### config.mk
export PLATFORM = sky130hd
export DESIGN_NAME = hazard_forward_unit
export DESIGN_NICKNAME = d
export VERILOG_FILES = /design/src/rtl/hazard_forward_unit_pkg.sv /design/src/rtl/hazard_forward_unit_fwd_select.sv /design/src/rtl/hazard_forward_unit.sv
export SDC_FILE = /design/constraint.sdc
export NUM_CORES = 1
export LEC_CHECK = 0
export CORE_ASPECT_RATIO = 0.8
export CORE_MARGIN = 8
export CORE_UTILIZATION = 35
export CTS_CLUSTER_SIZE = 16
export DETAILED_ROUTE_END_ITERATION = 12
export HOLD_SLACK_MARGIN = 0.02
export PLACE_DENSITY = 0.58
export SLEW_MARGIN = 40
export SYNTH_ARGS = -nofsm -noshare
export SYNTH_HDL_FRONTEND = slang
export SYNTH_HIERARCHICAL = 1
export SYNTH_SLANG_ARGS = --single-unit
### constraint.sdc
create_clock -name clk -period 5.5 [get_ports clk]
set_input_delay 1.375 -clock clk [delete_from_list [all_inputs] [get_ports clk]]
set_output_delay 1.375 -clock clk [all_outputs]
set_load 0.02 [all_outputs]
### src/rtl/hazard_forward_unit_pkg.sv
// rtl/hazard_forward_unit_pkg.sv - shared types and constants for the hazard/forwarding unit
//
// Purpose: shadow-entry struct and default constants shared by the top and fwd_select.
// Contents:
//   REG_BITS_DEFAULT  default register address width
//   ZERO_REG_DEFAULT  default hardwired-zero register
//   MAX_REG_BITS      storage width of dest in a shadow entry (REG_BITS must not exceed it)
//   FWD_RF            select value meaning "read the register file"
//   shadowEntry_t     valid, regWrite, dest, isLoad
package hazard_forward_unit_pkg;

  localparam int REG_BITS_DEFAULT = 5;
  localparam int ZERO_REG_DEFAULT = 31;
  localparam int MAX_REG_BITS     = 8;
  localparam int FWD_RF           = 0;

  // dest is stored zero-extended so one struct serves every REG_BITS setting.
  typedef struct packed {
    logic                    valid;
    logic                    regWrite;
    logic [MAX_REG_BITS-1:0] dest;
    logic                    isLoad;
  } shadowEntry_t;

endpackage

### src/rtl/hazard_forward_unit_fwd_select.sv
// rtl/hazard_forward_unit_fwd_select.sv - nearest-stage forwarding select for one source operand
//
// Purpose: priority match of one source address across the shadow array.
// Ports:
//   shadow   in   per-stage shadow entries, index k = stage k (1 = EX)
//   addr     in   ID-stage source register address
//   sel      out  0 = register file, k = forward from stage k
//   loadHit  out  nearest producer is a load still in stage 1 (not forwardable)
module fwd_select
  import hazard_forward_unit_pkg::*;
#(
  parameter int NUM_STAGES = 2,
  parameter int REG_BITS   = REG_BITS_DEFAULT,
  parameter int ZERO_REG   = ZERO_REG_DEFAULT,
  parameter int SEL_BITS   = $clog2(NUM_STAGES + 1)
) (
  input  shadowEntry_t [NUM_STAGES:1] shadow,
  input  logic [REG_BITS-1:0]         addr,
  output logic [SEL_BITS-1:0]         sel,
  output logic                        loadHit
);

  logic [MAX_REG_BITS-1:0] addrExt;
  logic                    addrIsZero;
  logic                    found;
  shadowEntry_t            entry;

  assign addrExt    = MAX_REG_BITS'(addr);
  assign addrIsZero = (addr == REG_BITS'(ZERO_REG));

  always_comb begin
    sel     = SEL_BITS'(FWD_RF);
    loadHit = 1'b0;
    found   = 1'b0;
    entry   = '0;
    for (int k = 1; k <= NUM_STAGES; k++) begin
      entry = shadow[k];
      if (!found && !addrIsZero && entry.valid && entry.regWrite && entry.dest == addrExt) begin
        found = 1'b1;
        // A load still in EX has no data yet: the nearest producer wins, so
        // nothing older may be forwarded; the operand stalls instead.
        if (k == 1 && entry.isLoad) begin
          loadHit = 1'b1;
        end else begin
          sel = SEL_BITS'(k);
        end
      end
    end
  end

endmodule

### src/rtl/hazard_forward_unit.sv
// rtl/hazard_forward_unit.sv - shadow-tracked forwarding selects, load-use/multiply stalls, flush
//
// Purpose: tracks destinations of instructions in the NUM_STAGES post-decode stages and
// drives operand forwarding selects and pipeline enables.
// Ports:
//   clk, reset_n                 clock, asynchronous active-low reset
//   Aa, Ab, use_Aa, use_Ab       ID source addresses and read enables
//   id_valid, id_regwrite,
//   id_dest, id_is_load,
//   id_is_mul                    ID instruction fields
//   flush                        branch taken: kill EX and ID
//   forwardA, forwardB           0 = register file, k = forward from stage k
//   stall                        hold PC, IF/ID and ID
//   ex_hold                      hold ID/EX (multiply busy)
module hazard_forward_unit
  import hazard_forward_unit_pkg::*;
#(
  parameter int NUM_STAGES  = 2,
  parameter int REG_BITS    = REG_BITS_DEFAULT,
  parameter int ZERO_REG    = ZERO_REG_DEFAULT,
  parameter int MUL_LATENCY = 3,
  localparam int SEL_BITS   = $clog2(NUM_STAGES + 1)
) (
  input  logic                clk,
  input  logic                reset_n,
  input  logic [REG_BITS-1:0] Aa,
  input  logic [REG_BITS-1:0] Ab,
  input  logic                use_Aa,
  input  logic                use_Ab,
  input  logic                id_valid,
  input  logic                id_regwrite,
  input  logic [REG_BITS-1:0] id_dest,
  input  logic                id_is_load,
  input  logic                id_is_mul,
  input  logic                flush,
  output logic [SEL_BITS-1:0] forwardA,
  output logic [SEL_BITS-1:0] forwardB,
  output logic                stall,
  output logic                ex_hold
);

  localparam int CNT_BITS = $clog2(MUL_LATENCY + 1);

  shadowEntry_t [NUM_STAGES:1] shadow;
  shadowEntry_t [NUM_STAGES:1] shadowNext;
  logic [CNT_BITS-1:0]         mulCnt;
  logic [CNT_BITS-1:0]         mulCntNext;
  shadowEntry_t                idEntry;
  logic                        loadHitA;
  logic                        loadHitB;
  logic                        loadUse;
  logic                        mulBusy;

  fwd_select #(
    .NUM_STAGES(NUM_STAGES),
    .REG_BITS  (REG_BITS),
    .ZERO_REG  (ZERO_REG),
    .SEL_BITS  (SEL_BITS)
  ) selA (
    .shadow (shadow),
    .addr   (Aa),
    .sel    (forwardA),
    .loadHit(loadHitA)
  );

  fwd_select #(
    .NUM_STAGES(NUM_STAGES),
    .REG_BITS  (REG_BITS),
    .ZERO_REG  (ZERO_REG),
    .SEL_BITS  (SEL_BITS)
  ) selB (
    .shadow (shadow),
    .addr   (Ab),
    .sel    (forwardB),
    .loadHit(loadHitB)
  );

  assign mulBusy = (mulCnt != '0);
  assign loadUse = (loadHitA & use_Aa) | (loadHitB & use_Ab);
  assign stall   = ~flush & (loadUse | mulBusy);
  assign ex_hold = ~flush & mulBusy;

  always_comb begin
    idEntry          = '0;
    idEntry.valid    = id_valid;
    idEntry.regWrite = id_regwrite;
    idEntry.dest     = MAX_REG_BITS'(id_dest);
    idEntry.isLoad   = id_is_load;
  end

  always_comb begin
    shadowNext = shadow;
    mulCntNext = mulCnt;
    for (int k = 2; k <= NUM_STAGES; k++) begin
      shadowNext[k] = shadow[k-1];
    end
    if (flush) begin
      // The killed EX entry must not reappear in MEM, so it is dropped
      // before the shift and no ID entry replaces it.
      shadowNext[1] = '0;
      shadowNext[2] = '0;
      mulCntNext    = '0;
    end else if (mulBusy) begin
      // Multiply stays in EX; the slot behind it drains as a bubble.
      shadowNext[1] = shadow[1];
      shadowNext[2] = '0;
      mulCntNext    = mulCnt - CNT_BITS'(1);
    end else if (loadUse) begin
      shadowNext[1] = '0;
    end else begin
      shadowNext[1] = idEntry;
      if (id_valid && id_is_mul) begin
        mulCntNext = CNT_BITS'(MUL_LATENCY - 1);
      end
    end
  end

  always_ff @(posedge clk or negedge reset_n) begin
    if (!reset_n) begin
      shadow <= '0;
      mulCnt <= '0;
    end else begin
      shadow <= shadowNext;
      mulCnt <= mulCntNext;
    end
  end

endmodule
* Word level (Yosys, flattened, before mapping)
Index checks and enable logic that the tools add are counted.
** Word-level totals
- Flip-flop bits (word level) :: 23
- Input port bits :: 24
- Output and inout port bits :: 6
- Word-level logic and storage cells :: 64
** Cells by class
- $add $sub $neg :: 1
- Eq/ne operators :: 8
- Multiplexer cells :: 18
- Bitwise operators :: 7
- Reductions and logical operators :: 22
** Operator list (number)
- two-way mux 11 bit :: 3
- equality test 8 x 5 -> 1 bit :: 4
- two-way mux 22 bit :: 1
- logical AND 1 bit :: 15
- two-way mux 2 bit :: 6
- equality test 5 bit, second input constant :: 2
- two-way mux 1 bit :: 8
- bitwise AND 1 bit :: 4
- zero test 1 bit :: 4
- inequality test 3 x 2 -> 1 bit, second input constant :: 1
- nonzero test 3 bit :: 1
- inequality test 2 bit, second input constant :: 1
- OR 1 bit :: 2
- AND reduction 2 bit :: 1
- nonzero test 2 bit :: 1
- subtractor 2 x 1 -> 2 bit, second input constant :: 1
- NOT 1 bit :: 1

* Logic depth before layout (Yosys ltp)
Gate-level depths: netlist (run 1).
- Depth in word-level cells :: 12
- Gate-level depth with buffers :: 8
- Mapped depth without buffers :: 7

* Modules after synthesis
Netlist (run 1), hierarchy kept.
** By module, submodules not included
- hazard_forward_unit :: instances 1, cells an instance 51, area each 699.4 um^2, seq. area each 450.4 um^2
- fwd_select :: instances 2, cells an instance 24, area each 175.2 um^2, seq. area each 0.0 um^2

* Least setup slack after synthesis (run 1)
OpenSTA, ideal clock, no wires.
- Path type :: input-to-output
- Start :: in Aa[0]
- End :: out stall
- Arrival time :: 2.444 ns
- Data required time :: 4.125 ns
- Setup slack :: 1.681 ns
- Stages :: 6
- Path buffers :: 0
- Cells stage by stage :: xnor2_1 nand4_1 nor3_2 and2_1 a22oi_2 a21oi_1
** Between the ends
- Longest elaborated chain between the ends :: 10
- Elaborated cells between the ends (all ways) :: 11
- Those cells by class :: eq/ne (2); mux (1); bitwise (4); reduce/logical (4)
** RTL lines
- start: declaration :: line hazard_forward_unit.sv:26 : input logic [REG_BITS-1:0] Aa,
- equality test 5 bit :: line hazard_forward_unit_fwd_select.sv:29 : assign addrIsZero = (addr == REG_BITS'(ZERO_REG));
- zero test 1 bit :: line hazard_forward_unit_fwd_select.sv:38 : if (!found && !addrIsZero && entry.valid && entry.regWrite && entry.dest == addrExt) begin
- logical AND 1 bit (2 in series) :: line hazard_forward_unit_fwd_select.sv:38
- logical AND 1 bit (*) :: line hazard_forward_unit_fwd_select.sv:38
- two-way mux 1 bit (*) :: line hazard_forward_unit_fwd_select.sv:38
- via loadHitA :: line hazard_forward_unit.sv:49 : logic loadHitA;
- bitwise AND 1 bit (*) :: line hazard_forward_unit.sv:79 : assign loadUse = (loadHitA & use_Aa) | (loadHitB & use_Ab);
- OR 1 bit (*) :: line hazard_forward_unit.sv:79
- OR 1 bit (*) :: line hazard_forward_unit.sv:80 : assign stall = ~flush & (loadUse | mulBusy);
- bitwise AND 1 bit (*) :: line hazard_forward_unit.sv:80
- end: declaration :: line hazard_forward_unit.sv:38 : output logic stall,
Mark *: on every way through the listed nets, which the timed path passes. The rest lies on a longest branch.

* Worst setup path in the final report (run 1)
Same ends and word-level chain as after synthesis.

==> metrics.txt, run 1 <==
layout cell share with drive strength beyond 1=9.929%; vias in the first global route=867; drt wl/cell=13.64 µm; Final HPWL DP=2049 µm; Peak VDD IR=0.1517 mV; detailed-route DRC error count=0; Die Ht=64.25 µm; unrepaired setup endpoints after global routing=false; CP cell instances=clkdlybuf4s50_1 > xnor2_1 > nand4_1 > nor3_2 > and2_1 > a22oi_2 > a21oi_1 > clkdlybuf4s50_1; total CTS buffers=3; initial antenna violation count=0; # clock sinks=17; Post-Syn Area=1018 µm²; Post-CTS Setup Inserts=0; CP dominant cell by count=clkdlybuf4s50_1; CTS tree=done; Max-Cap Viols=0; crit-path leading delay family=buffers and inverters; final hold violations=0; Final Instance Area=1421 µm²; total grt overflow=0; later-pin clock latency in the skew report=280 ps; Setup CP Type=in2out; Leak Pwr=0.5639 nW; initial DRC count=28; final wirelength=2441 µm; number of I/O port buffers=29; TritonRoute pass-1 iters=4; H-tree depth=1; setup TNS=0 ps; vias=819; Die Wd=76.31 µm; # setup viols final=0; fmax=204.5 MHz; clk buf depth=2; crit-path max cell delay=620 ps; count of yosys warnings during synthesis=6; Crit-path slowest cell=clkdlybuf4s50_1; Die ar.=4903 µm²; Slew Viols, Final=0; crit share post-route=88.92%; required time worst endpoint=4120 ps; clock slew at reported path FFs=90 ps; Worst Setup Start Kind=input port; CP bufs+invs=2; hold buffer count at cts=0; Post-Syn Area per Cell=10.50 µm²; Post-DP Area=1400 µm²; GR Util All Layers=10.16%; row count=17; worst min path class=reg2reg; Initial Util=36.83%; Post-Syn Instances=97; total core area=2765 µm²; Diodes inserted=0; Clock Root Buffer=clkbuf_4; arrival time worst endpoint=3520 ps; post-route ant nets=0; I/O Pins=30; GPL Wtd Cong=0.7799; via/cell ratio=4.575; Crit. End Element=primary output; Tmin final=4891 ps; Syn-to-layout area delta=39.56%; Clock Skew=3.684 ps; Layout Nets=168; Crit Path Max Fanout=3; CTS resizes=0; Cell Pwr Density=292.1 nW/µm²; largest net degree at the start of global routing=18; outcome=completed; first-pass GRT wire length=4057 µm
flip-flops by register name, summed over array words and instances, names as in the netlist:
name / flops
shadow: 15
mulCnt: 2
report_power, final:
group | leakage [nW] | switching (mW) | internal, mW | total [mW]
registers | 0.228 | 0.0313 | 0.154 | 0.186
clock network | 0.0150 | 0.0370 | 0.0282 | 0.0652
logic | 0.321 | 0.0734 | 0.0910 | 0.164
through the flow:
stage | utilization (%) | power, mW | setup WS [ps] | std cells | hold WS (ps)
final | 51.40 | 0.4152 | 609.5 | 179 | 545.0
after global routing | 51.40 | 0.4476 | 443.5 | 179 | 582.7
after CTS | 51.58 | 0.4227 | 580.8 | 179 | 542.3
after detailed placement | 50.63 | 0.3550 | 611.2 | 175 | 529.8
after global placement | 50.63 | 0.3521 | 602.3 | 175 | 524.2
after floorplan | - | 0.2919 | 1681 | 108 | 481.9
path summary, 6_finish.rpt:
kind / startpoint / to / slack, ps / cells after the start
max: Aa[0] / stall / 610 / 8
min: shadow[9]$_DFFE_PN0N_ / shadow[20]$_DFF_PN0_ / 540 / 1
max reg2reg: shadow[9]$_DFFE_PN0N_ / mulCnt[1]$_DFFE_PN0P_ / 3340 / 7
min reg2reg: shadow[9]$_DFFE_PN0N_ / shadow[20]$_DFF_PN0_ / 540 / 1
max in group asynchronous: reset_n / mulCnt[0]$_DFFE_PN0P_ / 4240 / 1
min in group asynchronous: reset_n / shadow[12]$_DFF_PN0_ / 990 / 1
final cells by class:
cell class / count / area, µm²
fillers: 272 / 1344
multi-input cells: 87 / 618.1
flip-flops and latches: 17 / 425.4
repair buffers: 30 / 292.8
well taps: 38 / 47.55
clock buffers: 4 / 26.28
inverters: 3 / 11.26
cell usage in the layout (no fill, tap or decap):
cell	n
clkdlybuf4s50_1	28
xnor2_1	20
dfrtp_1	17
conb_1	12
and2_1	9
a22o_1	8
nand3_1	8
nor4_1	6
nor2_1	4
nand2_1	4
inv_1	3
clkbuf_4	3
ha_1	2
nor4b_2	2
nand4_1	2
nor3_2	2
nor2b_2	1
a22oi_2	1
a21oi_1	1
and2_2	1
a311o_2	1
mux2_4	1
nand2b_1	1
mux2i_1	1
clkbuf_1	1
buf_2	1
buf_4	1
routing by layer:
metal,track usage [%],vias to the layer above,wire length (µm)
met2,15.47,23,1047
li1,-,419,-
met4,1.435,0,14
met1,13.13,375,1223
met3,4.609,2,156
met5,0,-,0
(Power assumes the default switching activity.)
==> run 2, diff against run 1 <==
- CORE_ASPECT_RATIO: 0.8 -> unset
- TNS_END_PERCENT: unset -> 30
==> metrics.txt, run 2 (synthesis results as in run 1) <==
outcome=completed; Peak VDD IR=0.1938 mV; number of I/O port buffers=29; hold buffer count at cts=0; clock slew at reported path FFs=100 ps; post-route insts no fill=172; vias in the first global route=884; CP dominant cell by count=clkdlybuf4s50_1; Regs by FF count=shadow (15), mulCnt (2); later-pin clock latency in the skew report=280 ps; drt wl/cell=14.87 µm; R2R depth=7; setup TNS=0 ps; Syn-to-layout area delta=38.70%; worst r2r src=shadow[9]$_DFFE_PN0N_; Die Ht=69.95 µm; fmax=205.6 MHz; WP depth=8; Critical Path End=stall; Largest Register=shadow; Cell Pwr Density=296.2 nW/µm²; # clock sinks=17; Clock Root Buffer=clkbuf_4; Slew Viols, Final=0; Initial Util=36.93%; crit-path leading delay family=buffers and inverters; arrival time worst endpoint=3490 ps; total grt overflow=0; most frequent cells in the layout=clkdlybuf4s50_1 (28), xnor2_1 (20), dfrtp_1 (17), conb_1 (12), and2_1 (9); Max-Cap Viols=0; unrepaired setup endpoints after global routing=false; worst min path class=reg2reg; Setup CP Type=in2out; initial DRC count=25; Net Sw Power=0.1447 mW; Crit-path slowest cell=clkdlybuf4s50_1; placed insts=168; commonest non-fill, non-tap cell in the layout=clkdlybuf4s50_1; GPL Wtd Cong=0.8366; final hold violations=0; H-tree depth=1; Worst Setup Start Kind=input port; worst r2r dst=mulCnt[1]$_DFFE_PN0P_; CP bufs+invs=2; total core area=2758 µm²; Diodes inserted=0; power share of the combinational group=39.7%; Critical path origin=Ab[1]; layout cell share with drive strength beyond 1=9.929%; initial antenna violation count=0; detailed-route DRC error count=0; crit share post-route=88.44%; I/O Pins=30; Leak Pwr=0.5639 nW; first-pass GRT wire length=4284 µm; total CTS buffers=3; Layout Nets=168; Crit Path Max Fanout=3; Int Pwr=0.2738 mW; vias=827; Tmin final=4864 ps; clk buf depth=2; clock share of power=15.6%; CTS resizes=0; Sw Ratio=34.57%; Final HPWL DP=2081 µm; required time worst endpoint=4120 ps; Place WS=646.2 ps; crit-path max cell delay=620 ps; CTS tree=done; Crit. End Element=primary output; TritonRoute pass-1 iters=4; via/cell ratio=4.808; Largest register FFs=15; GR Util All Layers=10.72%; row count=19; Sequential Power Share=44.7%; R2R setup slack=3320 ps; # setup viols final=0; final worst slack=636.1 ps; final wirelength=2558 µm; largest net degree at the start of global routing=18; CP cell instances=clkdlybuf4s50_1 > xnor2_1 > nand4_1 > nor3_2 > and2_1 > a22oi_2 > a21oi_1 > clkdlybuf4s50_1; Die ar.=4892 µm²; post-route ant nets=0; Layout Utilization=51.23%; Post-CTS Setup Inserts=0; min-delay src=shadow[9]$_DFFE_PN0N_; Die Wd=69.95 µm; Clock Skew=1.974 ps
==> run 2: cell counts in the layout (fill, tap and decap cells not counted) <==
No cell type changed its count.
==> run 2: worst min-delay path by stage <==
stage / to / depth (start not counted)
finish: shadow[20]$_DFF_PN0_ / 1
detailed placement: shadow[20]$_DFF_PN0_ / 1
global route: shadow[9]$_DFFE_PN0N_ / 1
CTS: shadow[20]$_DFF_PN0_ / 1
floorplan: shadow[20]$_DFF_PN0_ / 1
global placement: shadow[20]$_DFF_PN0_ / 1
==> run 2: per-stage QoR <==
step / power, mW / area [µm²] / hold slack (ps)
after CTS: 0.4250 / 1418 / 545.1
after detailed placement: 0.3577 / 1391 / 522.4
after global placement: 0.3522 / 1391 / 509.5
final: 0.4185 / 1413 / 550.2
after global routing: 0.4531 / 1413 / 570.4
after floorplan: 0.2919 / 1060 / 481.9
==> run 2: power groups by stage <==
stage	registers, mW	logic, mW	clock network (mW)
after detailed placement	0.189	0.169	0
after CTS	0.187	0.170	0.0685
final	0.187	0.166	0.0654
after global placement	0.187	0.165	0
after floorplan	0.179	0.113	0
after global routing	0.191	0.185	0.0765
==> run 2: layer usage <==
metal | global-route usage (%) | vias to the layer above | wire [µm] | part of all wire (%)
li1 | - | 420 | - | -
met1 | 12.87 | 388 | 1226 | 48
met2 | 17.66 | 17 | 1207 | 47
met3 | 3.814 | 2 | 107 | 4.2
met4 | 2.679 | 0 | 15 | 0.59
met5 | 0 | - | 0 | 0
==> run 2: cell type report <==
cell class              count  area [µm²]
fillers                   270        1345
multi-input cells          87       618.1
flip-flops and latches     17       425.4
repair buffers             30       292.8
well taps                  31       38.79
clock buffers               4       26.28
inverters                   3       11.26
==> run 2: worst reg2reg max path: stages (launching register included) <==
cell and delay, ps:
dfrtp_1 390, nor4b_2 270, nand4_1 200, nor3_2 250, and2_1 170, a22oi_2 70
a311o_2 420, mux2_4 300
==> run 3, diff against run 2 <==
- ABC_CLOCK_PERIOD_IN_PS: unset -> 5500
- CORE_UTILIZATION: 35 -> 40
- PLACE_DENSITY: 0.58 -> 0.65
==> metrics.txt, run 3 (synthesis results as in run 1) <==
crit share post-route=88.58%; Tmin final=4872 ps; Cell Pwr Density=291.7 nW/µm²; Reg area=425.4 µm²; layout cell share with drive strength beyond 1=10.64%; Largest register FFs=15; CTS tree=done; drt wl/cell=13.67 µm; initial antenna violation count=0; Worst Setup Start Kind=input port; area of the multi-input gates=618.1 µm²; Regs by FF count=shadow (15), mulCnt (2); Place WS=626.2 ps; most frequent cells in the layout=clkdlybuf4s50_1 (28), xnor2_1 (20), dfrtp_1 (17), conb_1 (12), and2_1 (9); Post-CTS Setup Inserts=0; final worst slack=628.3 ps; commonest non-fill, non-tap cell in the layout=clkdlybuf4s50_1; Die Wd=66.46 µm; Sequential Power Share=45.3%; CTS resizes=0; # clock sinks=17; final wirelength=2338 µm; hold buffer count at cts=0; clock share of power=15.3%; Net Sw Power=0.1398 mW; Leak Pwr=0.5666 nW; Crit-path slowest cell=clkdlybuf4s50_1; power share of the combinational group=39.4%; post-route ant nets=0; worst min path class=reg2reg; Syn-to-layout area delta=38.70%; post-route insts no fill=171; Setup CP Type=in2out; setup TNS=0 ps; Layout Nets=168; Crit. End Element=primary output; Crit Path Max Fanout=3; unrepaired setup endpoints after global routing=false; crit-path max cell delay=620 ps; Sw Ratio=33.93%; Clock Root Buffer=clkbuf_4; Initial Util=41.49%; Power Total=0.4121 mW; row count=18; Int Pwr=0.2723 mW; GPL Wtd Cong=0.7980; detailed-route DRC error count=0; vias=835; total grt overflow=0; GR Util All Layers=11.08%; later-pin clock latency in the skew report=280 ps; final hold violations=0; first-pass GRT wire length=3884 µm; total core area=2455 µm²; required time worst endpoint=4120 ps; largest net degree at the start of global routing=18; # setup viols final=0; outcome=completed; H-tree depth=1; Die ar.=4417 µm²; vias in the first global route=871; Clock Skew=10.38 ps; clk buf depth=2; total CTS buffers=3; Die Ht=66.46 µm; arrival time worst endpoint=3500 ps; via/cell ratio=4.883; CP dominant cell by count=clkdlybuf4s50_1; TritonRoute pass-1 iters=4; number of I/O port buffers=29; Largest Register=shadow; Max-Cap Viols=0; placed insts=167; CP cell instances=clkdlybuf4s50_1 > xnor2_1 > nand4_1 > nor3_2 > and2_1 > a22oi_2 > a21oi_1 > clkdlybuf4s50_1; clock slew at reported path FFs=100 ps; fmax=205.3 MHz; I/O Pins=30; Fillers=237; Peak VDD IR=0.1655 mV; Diodes inserted=0; initial DRC count=21; Slew Viols, Final=0
[run 3: cell types whose count changed in the layout (fill, tap and decap cells not counted)]
cell,previous run,this run
clkbuf_1,1,0
clkinv_2,0,1
[run 3: cell type report]
cell class                 instances  share of cell area [%]
clock buffer                       3                   1.594
clock inverter                     1                  0.3543
inverter                           3                  0.7972
multi-input combinational         87                   43.76
sequential                        17                   30.12
tap                               30                   2.657
timing repair buffer              30                   20.73
[run 3: layer usage]
| layer | global-route usage [%] | share of wire [%] | up-vias |
|---|---|---|---|
| li1 | - | - | 423 |
| met1 | 14.11 | 44 | 392 |
| met2 | 17.25 | 49 | 18 |
| met3 | 3.859 | 7.0 | 2 |
| met4 | 3.200 | 0.51 | 0 |
| met5 | 0 | 0 | - |
[run 3: power groups by stage]
| stage | Sequential, mW | Combinational, mW | Clock (mW) |
|---|---|---|---|
| finish | 0.187 | 0.163 | 0.0630 |
| CTS | 0.187 | 0.165 | 0.0665 |
| global placement | 0.189 | 0.162 | 0 |
| detailed placement | 0.189 | 0.165 | 0 |
| floorplan | 0.179 | 0.113 | 0 |
| global route | 0.192 | 0.182 | 0.0716 |
[run 3: worst max-delay path: cells and delay by family]
kind | cells | cell delay, ps
compound gates | 2 | 230
xor+xnor | 1 | 130
buf+inv | 2 | 1170
simple gates | 3 | 570
[run 3: final timing paths]
kind | slack, ps | startpoint | end | depth (start not counted)
worst max-delay path | 630 | Aa[1] | stall | 8
max in group asynchronous | 4230 | reset_n | shadow[0]$_DFFE_PN0N_ | 1
worst min register to register | 560 | mulCnt[0]$_DFFE_PN0P_ | mulCnt[0]$_DFFE_PN0P_ | 2
min in group asynchronous | 1000 | reset_n | shadow[13]$_DFF_PN0_ | 1
worst min-delay path | 560 | mulCnt[0]$_DFFE_PN0P_ | mulCnt[0]$_DFFE_PN0P_ | 2
worst max register to register | 3380 | shadow[9]$_DFFE_PN0N_ | mulCnt[1]$_DFFE_PN0P_ | 7
[run 3: stage by stage]
stage	util, %	hold WS [ps]	area, µm²
6_report	57.54	558.3	1413
5_1_grt	57.54	591.7	1413
4_1_cts	57.75	562.8	1418
3_5_place_dp	56.63	537.9	1390
3_3_place_gp	56.63	522.5	1390
2_1_floorplan	-	481.9	1060
